## src/rtl/vga_timing_gen_pkg.sv

```systemverilog
// Shared timing constants, parameter record and width helper
// for the parametrised VGA timing generator.
package vga_timing_pkg;

    typedef struct packed {
        int unsigned h_active;
        int unsigned h_fp;
        int unsigned h_sync;
        int unsigned h_bp;
        int unsigned v_active;
        int unsigned v_fp;
        int unsigned v_sync;
        int unsigned v_bp;
    } timing_t;

    localparam timing_t VGA_640X480 = '{
        h_active: 640, h_fp: 16, h_sync: 96, h_bp: 48,
        v_active: 480, v_fp: 10, v_sync: 2, v_bp: 33
    };

    localparam timing_t SVGA_800X600 = '{
        h_active: 800, h_fp: 40, h_sync: 128, h_bp: 88,
        v_active: 600, v_fp: 1, v_sync: 4, v_bp: 23
    };

    function automatic int unsigned cnt_width(int unsigned n);
        return (n <= 1) ? 1 : $clog2(n);
    endfunction

endpackage

```

## src/rtl/vga_timing_gen_if.sv

```systemverilog
// Video timing bundle: position, syncs, strobes and frame counter.
// master drives, slave observes.
interface vga_timing_gen_if #(
    parameter int CW  = 10,
    parameter int FCW = 8
);
    import vga_timing_pkg::*;

    logic [CW-1:0]  x;
    logic [CW-1:0]  y;
    logic           h_sync;
    logic           v_sync;
    logic           frame_active;
    logic           pix_stb;
    logic           line_start;
    logic           frame_start;
    logic           vblank_start;
    logic [FCW-1:0] frame_count;

    modport master (
        output x, y, h_sync, v_sync, frame_active,
        output pix_stb, line_start, frame_start,
        output vblank_start, frame_count
    );

    modport slave (
        input x, y, h_sync, v_sync, frame_active,
        input pix_stb, line_start, frame_start,
        input vblank_start, frame_count
    );

endinterface

```

## src/rtl/vga_timing_gen_pix_tick_div.sv

```systemverilog
// Clock-to-pixel divider: one tick every CLK_DIV enabled clocks.
// Phase is held while en is low.
module pix_tick_div
    import vga_timing_pkg::*;
#(
    parameter int CLK_DIV = 1
) (
    input  logic clk,
    input  logic rst,
    input  logic en,
    output logic tick
);

    localparam int DW = cnt_width(CLK_DIV);
    localparam logic [DW-1:0] LAST = DW'(CLK_DIV - 1);

    logic [DW-1:0] cnt;

    always_ff @(posedge clk) begin
        if (rst) begin
            cnt <= '0;
        end else if (en) begin
            cnt <= (cnt == LAST) ? '0 : cnt + 1'b1;
        end
    end

    assign tick = en && (cnt == LAST);

endmodule

```

## src/rtl/vga_timing_gen.sv

```systemverilog
// Parametrised VESA-style timing generator with pixel divider,
// sync polarity, run enable, frame counter and event strobes.
module vga_timing_gen
    import vga_timing_pkg::*;
#(
    parameter int H_ACTIVE = VGA_640X480.h_active,
    parameter int H_FP     = VGA_640X480.h_fp,
    parameter int H_SYNC   = VGA_640X480.h_sync,
    parameter int H_BP     = VGA_640X480.h_bp,
    parameter int V_ACTIVE = VGA_640X480.v_active,
    parameter int V_FP     = VGA_640X480.v_fp,
    parameter int V_SYNC   = VGA_640X480.v_sync,
    parameter int V_BP     = VGA_640X480.v_bp,
    parameter int H_POL    = 0,
    parameter int V_POL    = 0,
    parameter int CLK_DIV  = 1,
    parameter int CW       = 10,
    parameter int FCW      = 8
) (
    input  logic clk,
    input  logic rst,
    input  logic en,
    vga_timing_gen_if.master vif
);

    localparam int H_TOTAL = H_ACTIVE + H_FP + H_SYNC + H_BP;
    localparam int V_TOTAL = V_ACTIVE + V_FP + V_SYNC + V_BP;
    localparam int MAX_T = (H_TOTAL > V_TOTAL) ? H_TOTAL : V_TOTAL;

    if (CLK_DIV < 1 || H_ACTIVE < 1 || H_FP < 1 || H_SYNC < 1
        || H_BP < 1 || V_ACTIVE < 1 || V_FP < 1 || V_SYNC < 1
        || V_BP < 1) begin : g_bad_param
        $error("vga_timing_gen: zero timing value or CLK_DIV < 1");
    end

    if ((64'd1 << CW) <= 64'(MAX_T - 1)) begin : g_bad_cw
        $error("vga_timing_gen: CW too narrow for timing totals");
    end

    localparam logic [CW-1:0] H_LAST = CW'(H_TOTAL - 1);
    localparam logic [CW-1:0] V_LAST = CW'(V_TOTAL - 1);
    localparam logic [CW-1:0] H_ACT  = CW'(H_ACTIVE);
    localparam logic [CW-1:0] V_ACT  = CW'(V_ACTIVE);
    localparam logic [CW-1:0] HS_BEG = CW'(H_ACTIVE + H_FP);
    localparam logic [CW-1:0] HS_END = CW'(H_ACTIVE + H_FP + H_SYNC);
    localparam logic [CW-1:0] VS_BEG = CW'(V_ACTIVE + V_FP);
    localparam logic [CW-1:0] VS_END = CW'(V_ACTIVE + V_FP + V_SYNC);
    localparam logic HS_ON = 1'(H_POL);
    localparam logic VS_ON = 1'(V_POL);

    logic tick;

    pix_tick_div #(
        .CLK_DIV (CLK_DIV)
    ) u_div (
        .clk  (clk),
        .rst  (rst),
        .en   (en),
        .tick (tick)
    );

    logic           started;
    logic [CW-1:0]  x_q, y_q;
    logic [FCW-1:0] fc_q;
    logic hs_q, vs_q, fa_q, ps_q, ls_q, fs_q, vb_q;

    logic [CW-1:0]  nx, ny;
    logic [FCW-1:0] nfc;
    logic n_ls, n_fs, n_vb, n_fa, n_hs, n_vs;

    // Next position; the first tick after reset presents (0,0).
    always_comb begin
        nx   = x_q;
        ny   = y_q;
        nfc  = fc_q;
        n_ls = 1'b0;
        n_fs = 1'b0;
        unique case (1'b1)
            !started: begin
                nx   = '0;
                ny   = '0;
                n_ls = 1'b1;
                n_fs = 1'b1;
            end
            started && (x_q != H_LAST): begin
                nx = x_q + 1'b1;
            end
            started && (x_q == H_LAST): begin
                nx   = '0;
                n_ls = 1'b1;
                if (y_q != V_LAST) begin
                    ny = y_q + 1'b1;
                end else begin
                    ny   = '0;
                    n_fs = 1'b1;
                    nfc  = fc_q + 1'b1;
                end
            end
        endcase
    end

    always_comb begin
        n_fa = (nx < H_ACT) && (ny < V_ACT);
        n_vb = (nx == '0) && (ny == V_ACT);
        n_hs = ((nx >= HS_BEG) && (nx < HS_END)) ? HS_ON : ~HS_ON;
        n_vs = ((ny >= VS_BEG) && (ny < VS_END)) ? VS_ON : ~VS_ON;
    end

    always_ff @(posedge clk) begin
        if (rst) begin
            started <= 1'b0;
            x_q     <= '0;
            y_q     <= '0;
            fc_q    <= '0;
            hs_q    <= ~HS_ON;
            vs_q    <= ~VS_ON;
            fa_q    <= 1'b0;
            ps_q    <= 1'b0;
            ls_q    <= 1'b0;
            fs_q    <= 1'b0;
            vb_q    <= 1'b0;
        end else begin
            ps_q <= tick;
            ls_q <= tick && n_ls;
            fs_q <= tick && n_fs;
            vb_q <= tick && n_vb;
            if (tick) begin
                started <= 1'b1;
                x_q     <= nx;
                y_q     <= ny;
                fc_q    <= nfc;
                hs_q    <= n_hs;
                vs_q    <= n_vs;
                fa_q    <= n_fa;
            end
        end
    end

    assign vif.x            = x_q;
    assign vif.y            = y_q;
    assign vif.frame_count  = fc_q;
    assign vif.h_sync       = hs_q;
    assign vif.v_sync       = vs_q;
    assign vif.frame_active = fa_q;
    assign vif.pix_stb      = ps_q;
    assign vif.line_start   = ls_q;
    assign vif.frame_start  = fs_q;
    assign vif.vblank_start = vb_q;

endmodule

```

## src/flat_wrapper.sv

```systemverilog
// flat-port wrapper written by rule: the top's interface ports become plain ports
module vga_timing_gen_flat import vga_timing_pkg::*;
#(
    parameter int H_ACTIVE = VGA_640X480.h_active,
    parameter int H_FP     = VGA_640X480.h_fp,
    parameter int H_SYNC   = VGA_640X480.h_sync,
    parameter int H_BP     = VGA_640X480.h_bp,
    parameter int V_ACTIVE = VGA_640X480.v_active,
    parameter int V_FP     = VGA_640X480.v_fp,
    parameter int V_SYNC   = VGA_640X480.v_sync,
    parameter int V_BP     = VGA_640X480.v_bp,
    parameter int H_POL    = 0,
    parameter int V_POL    = 0,
    parameter int CLK_DIV  = 1,
    parameter int CW       = 10,
    parameter int FCW      = 8
)
  (clk, rst, en, vif_x, vif_y, vif_h_sync, vif_v_sync, vif_frame_active, vif_pix_stb, vif_line_start, vif_frame_start, vif_vblank_start, vif_frame_count);
  vga_timing_gen_if #(.CW(CW), .FCW(FCW)) vif_i ();
  input  logic clk;
  input  logic rst;
  input  logic en;
  output wire logic [$bits(vif_i.x)-1:0] vif_x;
  output wire logic [$bits(vif_i.y)-1:0] vif_y;
  output wire logic [$bits(vif_i.h_sync)-1:0] vif_h_sync;
  output wire logic [$bits(vif_i.v_sync)-1:0] vif_v_sync;
  output wire logic [$bits(vif_i.frame_active)-1:0] vif_frame_active;
  output wire logic [$bits(vif_i.pix_stb)-1:0] vif_pix_stb;
  output wire logic [$bits(vif_i.line_start)-1:0] vif_line_start;
  output wire logic [$bits(vif_i.frame_start)-1:0] vif_frame_start;
  output wire logic [$bits(vif_i.vblank_start)-1:0] vif_vblank_start;
  output wire logic [$bits(vif_i.frame_count)-1:0] vif_frame_count;
  assign vif_x = vif_i.x;
  assign vif_y = vif_i.y;
  assign vif_h_sync = vif_i.h_sync;
  assign vif_v_sync = vif_i.v_sync;
  assign vif_frame_active = vif_i.frame_active;
  assign vif_pix_stb = vif_i.pix_stb;
  assign vif_line_start = vif_i.line_start;
  assign vif_frame_start = vif_i.frame_start;
  assign vif_vblank_start = vif_i.vblank_start;
  assign vif_frame_count = vif_i.frame_count;
  vga_timing_gen #(.H_ACTIVE(H_ACTIVE), .H_FP(H_FP), .H_SYNC(H_SYNC), .H_BP(H_BP), .V_ACTIVE(V_ACTIVE), .V_FP(V_FP), .V_SYNC(V_SYNC), .V_BP(V_BP), .H_POL(H_POL), .V_POL(V_POL), .CLK_DIV(CLK_DIV), .CW(CW), .FCW(FCW)) u_core (.clk(clk), .rst(rst), .en(en), .vif(vif_i));
endmodule
```

## config.mk

```make
export PLATFORM = sky130hd
export DESIGN_NAME = vga_timing_gen_flat
export DESIGN_NICKNAME = d
export VERILOG_FILES = /design/src/rtl/vga_timing_gen_pkg.sv /design/src/rtl/vga_timing_gen_if.sv /design/src/rtl/vga_timing_gen_pix_tick_div.sv /design/src/rtl/vga_timing_gen.sv /design/src/flat_wrapper.sv
export SDC_FILE = /design/constraint.sdc
export NUM_CORES = 1
export LEC_CHECK = 0
export ABC_AREA = 1
export ABC_CLOCK_PERIOD_IN_PS = 2300
export CAP_MARGIN = 20
export CORE_ASPECT_RATIO = 0.7
export CORE_UTILIZATION = 45
export CTS_CLUSTER_SIZE = 8
export DETAILED_ROUTE_END_ITERATION = 10
export PLACE_DENSITY = 0.68
export SYNTH_ARGS = -nofsm -noshare
export SYNTH_HDL_FRONTEND = slang
export SYNTH_SLANG_ARGS = --single-unit
```

## constraint.sdc

```tcl
create_clock -name clk -period 2.3 [get_ports clk]
set_input_delay 0.46 -clock clk [delete_from_list [all_inputs] [get_ports clk]]
set_output_delay 0.46 -clock clk [all_outputs]
set_load 0.01 [all_outputs]
```

# After elaboration in Yosys (flattened, before gate mapping)
# Cells that the tools add are included.
# totals
output_inout_bits	35
reg_bits	37
# classes
magnitude_cmp	6
n_reduce_logical	14
muxes	9
addsub	4
bitwise_logic	2
eq_ne	4
# op_table
operator	count
10-bit case mux with 2 select lines	2
10-bit by 1-bit adder with 10-bit output (second input constant)	2
10-bit < comparator (second input constant)	2
10-bit by 9-bit < comparator with 1-bit output (second input constant)	2
10-bit inequality test (second input constant)	2
10-bit equality test (second input constant)	1
10-bit by 9-bit equality test with 1-bit output (second input constant)	1
10-bit >= comparator (second input constant)	1
10-bit by 9-bit >= comparator with 1-bit output (second input constant)	1
1-bit logical AND	10
10-bit logical NOT	1
10-bit two-way mux	1
8-bit by 1-bit adder with 8-bit output (second input constant)	1
1-bit two-way mux	5
3-bit AND reduction	1
1-bit inverter	2
1-bit case mux with 2 select lines	1
2-bit OR reduction	1
1-bit adder (second input constant)	1
1-bit logical NOT	1

# Depth between registers and ports, before layout
# logic_depth
word_depth	7
ltp_mapped	14

# Modules after synthesis
# A second synthesis with hierarchy kept.
# unflattened
hier_cells	335
hier_area_um2	2194.6
# modules_own_cells
mod	cells_per_inst	seq_area_each_um2	area_each_um2	n_inst
vga_timing_gen	334	720.7	2187.1	1
pix_tick_div	1	0.0	7.5	1

# Worst setup path before layout
# OpenSTA, ideal clock, no wires.
# synth_path
kind	register to register
startpoint	register u_core.x_q[0], in the netlist u_core.vif.x[0]
endpoint	register u_core.vs_q, in the netlist u_core.vif.v_sync
synth_period_minus_slack_ns	1.717
setup_time_ns	0.115
setup_slack_ns	0.583
path_stages_with_launch	14
n_path_buf	1
t_arrival_ns	1.602
cell_sequence	dfxtp_1 ha_1 nand3_2 nor2_4 nand2_2 nand2_4 buf_6 nor2_1 a21oi_2 nand2_1 nor2_1 nand2_1 nand2_1 nand2_1
# synth_via
elab_chain_len	6
elab_cells_between_ends	7
cone_classes	order compare (2); eq/ne (1); mux (2); reduce/logical (2)
# synth_lines
element	line	rtl
from (decl)	vga_timing_gen.sv:63	logic [CW-1:0] x_q, y_q;
from (signal assigned)	vga_timing_gen.sv:129	x_q <= nx;
10-bit equality test (*)	vga_timing_gen.sv:88	started && (x_q == H_LAST): begin
1-bit logical AND (*)	vga_timing_gen.sv:88	
10-bit case mux with 2 select lines (*)	vga_timing_gen.sv:78	unique case (1'b1)
10-bit by 9-bit >= comparator with 1-bit output or 10-bit by 9-bit < comparator with 1-bit output (tied branches)	vga_timing_gen.sv:106	n_vs = ((ny >= VS_BEG) && (ny < VS_END)) ? VS_ON : ~VS_ON;
1-bit logical AND (*)	vga_timing_gen.sv:106	
1-bit two-way mux (*)	vga_timing_gen.sv:106	
to (signal assigned)	vga_timing_gen.sv:116	vs_q <= ~VS_ON;
to (signal assigned)	vga_timing_gen.sv:133	vs_q <= n_vs;
to (decl)	vga_timing_gen.sv:65	logic hs_q, vs_q, fa_q, ps_q, ls_q, fs_q, vb_q;
# Mark *: on every way between the ends. The rest lies on a longest branch, timed or not.
# A chain may end at the register's enable or synchronous reset.

# Final worst setup path
# layout_path
startpoint	register u_core.x_q[0], in the netlist u_core.vif.x[0]
endpoint	register u_core.hs_q, in the netlist u_core.vif.h_sync
# layout_via
elab_chain_len	7
elab_cells_between_ends	11
cone_classes	add/sub (1); order compare (2); eq/ne (2); mux (2); reduce/logical (4)
# layout_lines
element	line	rtl
parallel branches: the longest is 3 deep, another holds 10-bit by 1-bit adder with 10-bit output	-	
10-bit case mux with 2 select lines (*)	vga_timing_gen.sv:78	
10-bit >= comparator or 10-bit < comparator (tied branches)	vga_timing_gen.sv:105	n_hs = ((nx >= HS_BEG) && (nx < HS_END)) ? HS_ON : ~HS_ON;
1-bit logical AND (*)	vga_timing_gen.sv:105	
1-bit two-way mux (*)	vga_timing_gen.sv:105	
to (signal assigned)	vga_timing_gen.sv:115	hs_q <= ~HS_ON;
to (signal assigned)	vga_timing_gen.sv:132	hs_q <= n_hs;
to (decl)	vga_timing_gen.sv:65	
# Mark *: on every way between the ends.

==> impl_metrics.toml <==
[outcome]
status = "complete, but fails checks"
violations = "DRC"

[setup_path]
critPathRequiredTime_ps = 2490
critPathKind = "register to register"
reg2reg_depth = 12
start_kind = "register"
worstPathCellList = "ha_1, nand3_2, nor2_4, a21oi_2, buf_4, nand3_2, nand2_1, nor2_1, a21oi_1, nand2_1, nand2_1, nand2_1"
setup.worst_path.end_class = "register"
worst-path-max-fanout = 8
crit_path_frequent_cell = "nand2_1"
crit_arrival_ps = 2160
max_stage_delay_ps = 410
cp_slowest_cell = "a21oi_2"

[place]
io_buffers = 37
dp_hpwl_um = 4290
dp_slack_ps = 362
place_congestion = 0.891

[routing]
drtAntennaViolNets = 0
wl_um = 5730
firstDrtPassIters = 7
drt_iter0_markers = 254
vias = 2249
post-route-drc-count = 2
via_per_inst = 5.13
wire_per_inst_um = 13.1

[floorplan]
coreArea_mm2 = 0.00448
die_y_um = 60.0
ios = 38
start_util = 0.483
dieArea_mm2 = 0.00509
die_w_um = 84.9
placementRows = 20

[sta]
slew_violations = 0
worst_slew_pin_slew_ps = 492
fmax_ghz = 0.508
hold_violations = 0
fin_setup_tns_ps = 0
fin_crit_sh = 0.856
setup_ws_ps = 332
fin_crit_ps = 1970
grt_setup_unrepaired = "no"
setup_viol = 0
finClkSkew_ps = 4.78
relSlewSlack = 0.672

[global_routing]
grt_overflow = 0
grt_antenna_before_repair = 0
grt_first_pass_wirelength_um = 9520
first_global_vias = 1908
grt_max_degree = 25
grt_usage = 0.247

[synth]
synth_seq_cells = 36
synth_ff_type = "dfxtp_1"
syn_area_mm2 = 0.00216
syn_nets = 347
synth-edff-count = 0
yosys_warnings = 0
syn_avg_cell_area_um2 = 6.36
synth_cell_type_count = 31
seq_area_frac_synth = 0.333
syn_inst = 340
async_flop_share = 0

[power]
leakagePower_uw = 0.00111
power.density_mw_per_mm2 = 492
max-vdd-ir-drop_v = 0.000343

[cts]
cts_tree = "yes"
clock-sinks = 36
root_buffer = "clkbuf_8"
clk_pin_slew_ps = 70
clkLatencyLatePin_ps = 290
cts_buffers = 5
post_cts_resized = 0
clockBufferDepth = 2
holdBufCountCts = 0
htree_num_levels = 2
cts_setup_buffers = 0

[layout]
syn_to_final_growth_pct = 24.9
finalNetCount = 389
insertedDiodeCount = 0
drive_gt1_frac = 0.0992

[flow_run]
max-cap-violations = 0

[min_path]
hold_path.class = "register to register"
hold_depth = 2
==> kinds of logic after synthesis <==
kind of cell	count (synthesis)	synth area share
fa+ha+maj	4	0.0231
compound gates	49	0.126
simple gates	191	0.394
flops	36	0.333
buf+inv	54	0.0995
xor+xnor	6	0.0243
==> sequential cells by signal (all words and copies together), names as in the netlist <==
| name | count |
|---|---|
| u_core.vif.frame_active | 1 |
| u_core.vif.v_sync | 1 |
| u_core.vif.pix_stb | 1 |
| u_core.started | 1 |
| u_core.vif.h_sync | 1 |
| u_core.vif.frame_count | 8 |
| u_core.vif.line_start | 1 |
| u_core.vif.x | 10 |
| u_core.vif.vblank_start | 1 |
| u_core.vif.y | 10 |
| u_core.vif.frame_start | 1 |
==> final timing paths <==
kind | slack (ps) | start | endpoint
min reg2reg | 470 | u_core.vif.frame_active$_SDFFE_PP0P_ | u_core.vif.frame_active$_SDFFE_PP0P_
max | 330 | u_core.vif.x[0]$_SDFFE_PP0P_ | u_core.vif.h_sync$_SDFFE_PP1P_
min | 470 | u_core.vif.frame_active$_SDFFE_PP0P_ | u_core.vif.frame_active$_SDFFE_PP0P_
max reg2reg | 330 | u_core.vif.x[0]$_SDFFE_PP0P_ | u_core.vif.h_sync$_SDFFE_PP1P_
==> synth_stat cells, types with 2 or more instances <==
cell type / instances / share of area
a21oi_2: 2 / 0.0081
clkbuf_1: 6 / 0.010
nand2_1: 80 / 0.14
inv_2: 4 / 0.0069
o21ai_0: 18 / 0.042
nand4_1: 7 / 0.020
nand3_2: 4 / 0.019
nor2_1: 48 / 0.083
dfxtp_1: 36 / 0.33
nand2_2: 3 / 0.0087
nor2_2: 7 / 0.020
inv_1: 40 / 0.069
nand3_1: 34 / 0.079
a21oi_1: 22 / 0.051
ha_1: 4 / 0.023
xnor2_1: 3 / 0.012
nor3_1: 4 / 0.0093
xor2_1: 3 / 0.012
a211oi_1: 2 / 0.0069
o211ai_1: 2 / 0.0069
==> layout by cell type, fill, tap and decap left out <==
cell type and count:
a211oi_1 2, a21oi_1 22, a21oi_2 2, buf_4 7
clkbuf_1 1, clkbuf_8 6, clkdlybuf4s50_1 37, clkinv_1 1
clkinvlp_4 1, dfxtp_1 36, ha_1 4, inv_1 40
inv_2 4, nand2_1 80, nand2_2 3, nand2_4 1
nand3_1 34, nand3_2 4, nand4_1 7, nor2_1 48
nor2_2 7, nor2_4 1, nor3_1 4, nor3b_1 1
o211ai_1 2, o21ai_0 18, o21ai_2 1, o21bai_1 1
o31ai_1 1, or2_2 1, xnor2_1 3, xor2_1 3
==> routing by layer <==
layer,vias up,routed length [um],GRT usage
li1,1170,-,-
met1,994,3000,0.379
met2,78,2290,0.344
met3,7,367,0.0470
met4,0,73,0.0775
met5,-,0,0
==> final cells by class <==
| type | count | area [um2] |
|---|---|---|
| multi-input combinational | 250 | 1230 |
| fill | 450 | 1780 |
| tap | 55 | 68.8 |
| timing repair buffer | 44 | 423 |
| sequential | 36 | 721 |
| inverter | 45 | 169 |
| clock buffer | 7 | 86.3 |
| clock inverter | 1 | 7.51 |
==> critical path: cells and delay by family, from the launching register on <==
kind	cells	cell delay [ps]
compound gates	2	530
fa+ha+maj	1	240
flops	1	350
buf+inv	1	210
simple gates	8	540
==> power by group <==
part / internal [uW] / switching [uW] / total, uW
logic: 76.5 / 107 / 184
registers: 644 / 22.2 / 666
clock network: 243 / 237 / 480
==> stage by stage <==
step / cell area (um2) / hold slack (ps) / util / instances / power [uW]
global route: 2700 / 497 / 0.603 / 438 / 1390
finish: 2700 / 471 / 0.603 / 438 / 1330
floorplan: 2160 / 490 / - / 340 / 785
global placement: 2610 / 455 / 0.582 / 430 / 862
CTS: 2700 / 472 / 0.603 / 438 / 1340
detailed placement: 2610 / 462 / 0.582 / 430 / 863
Note: power is estimated with default switching activity, not from simulation.
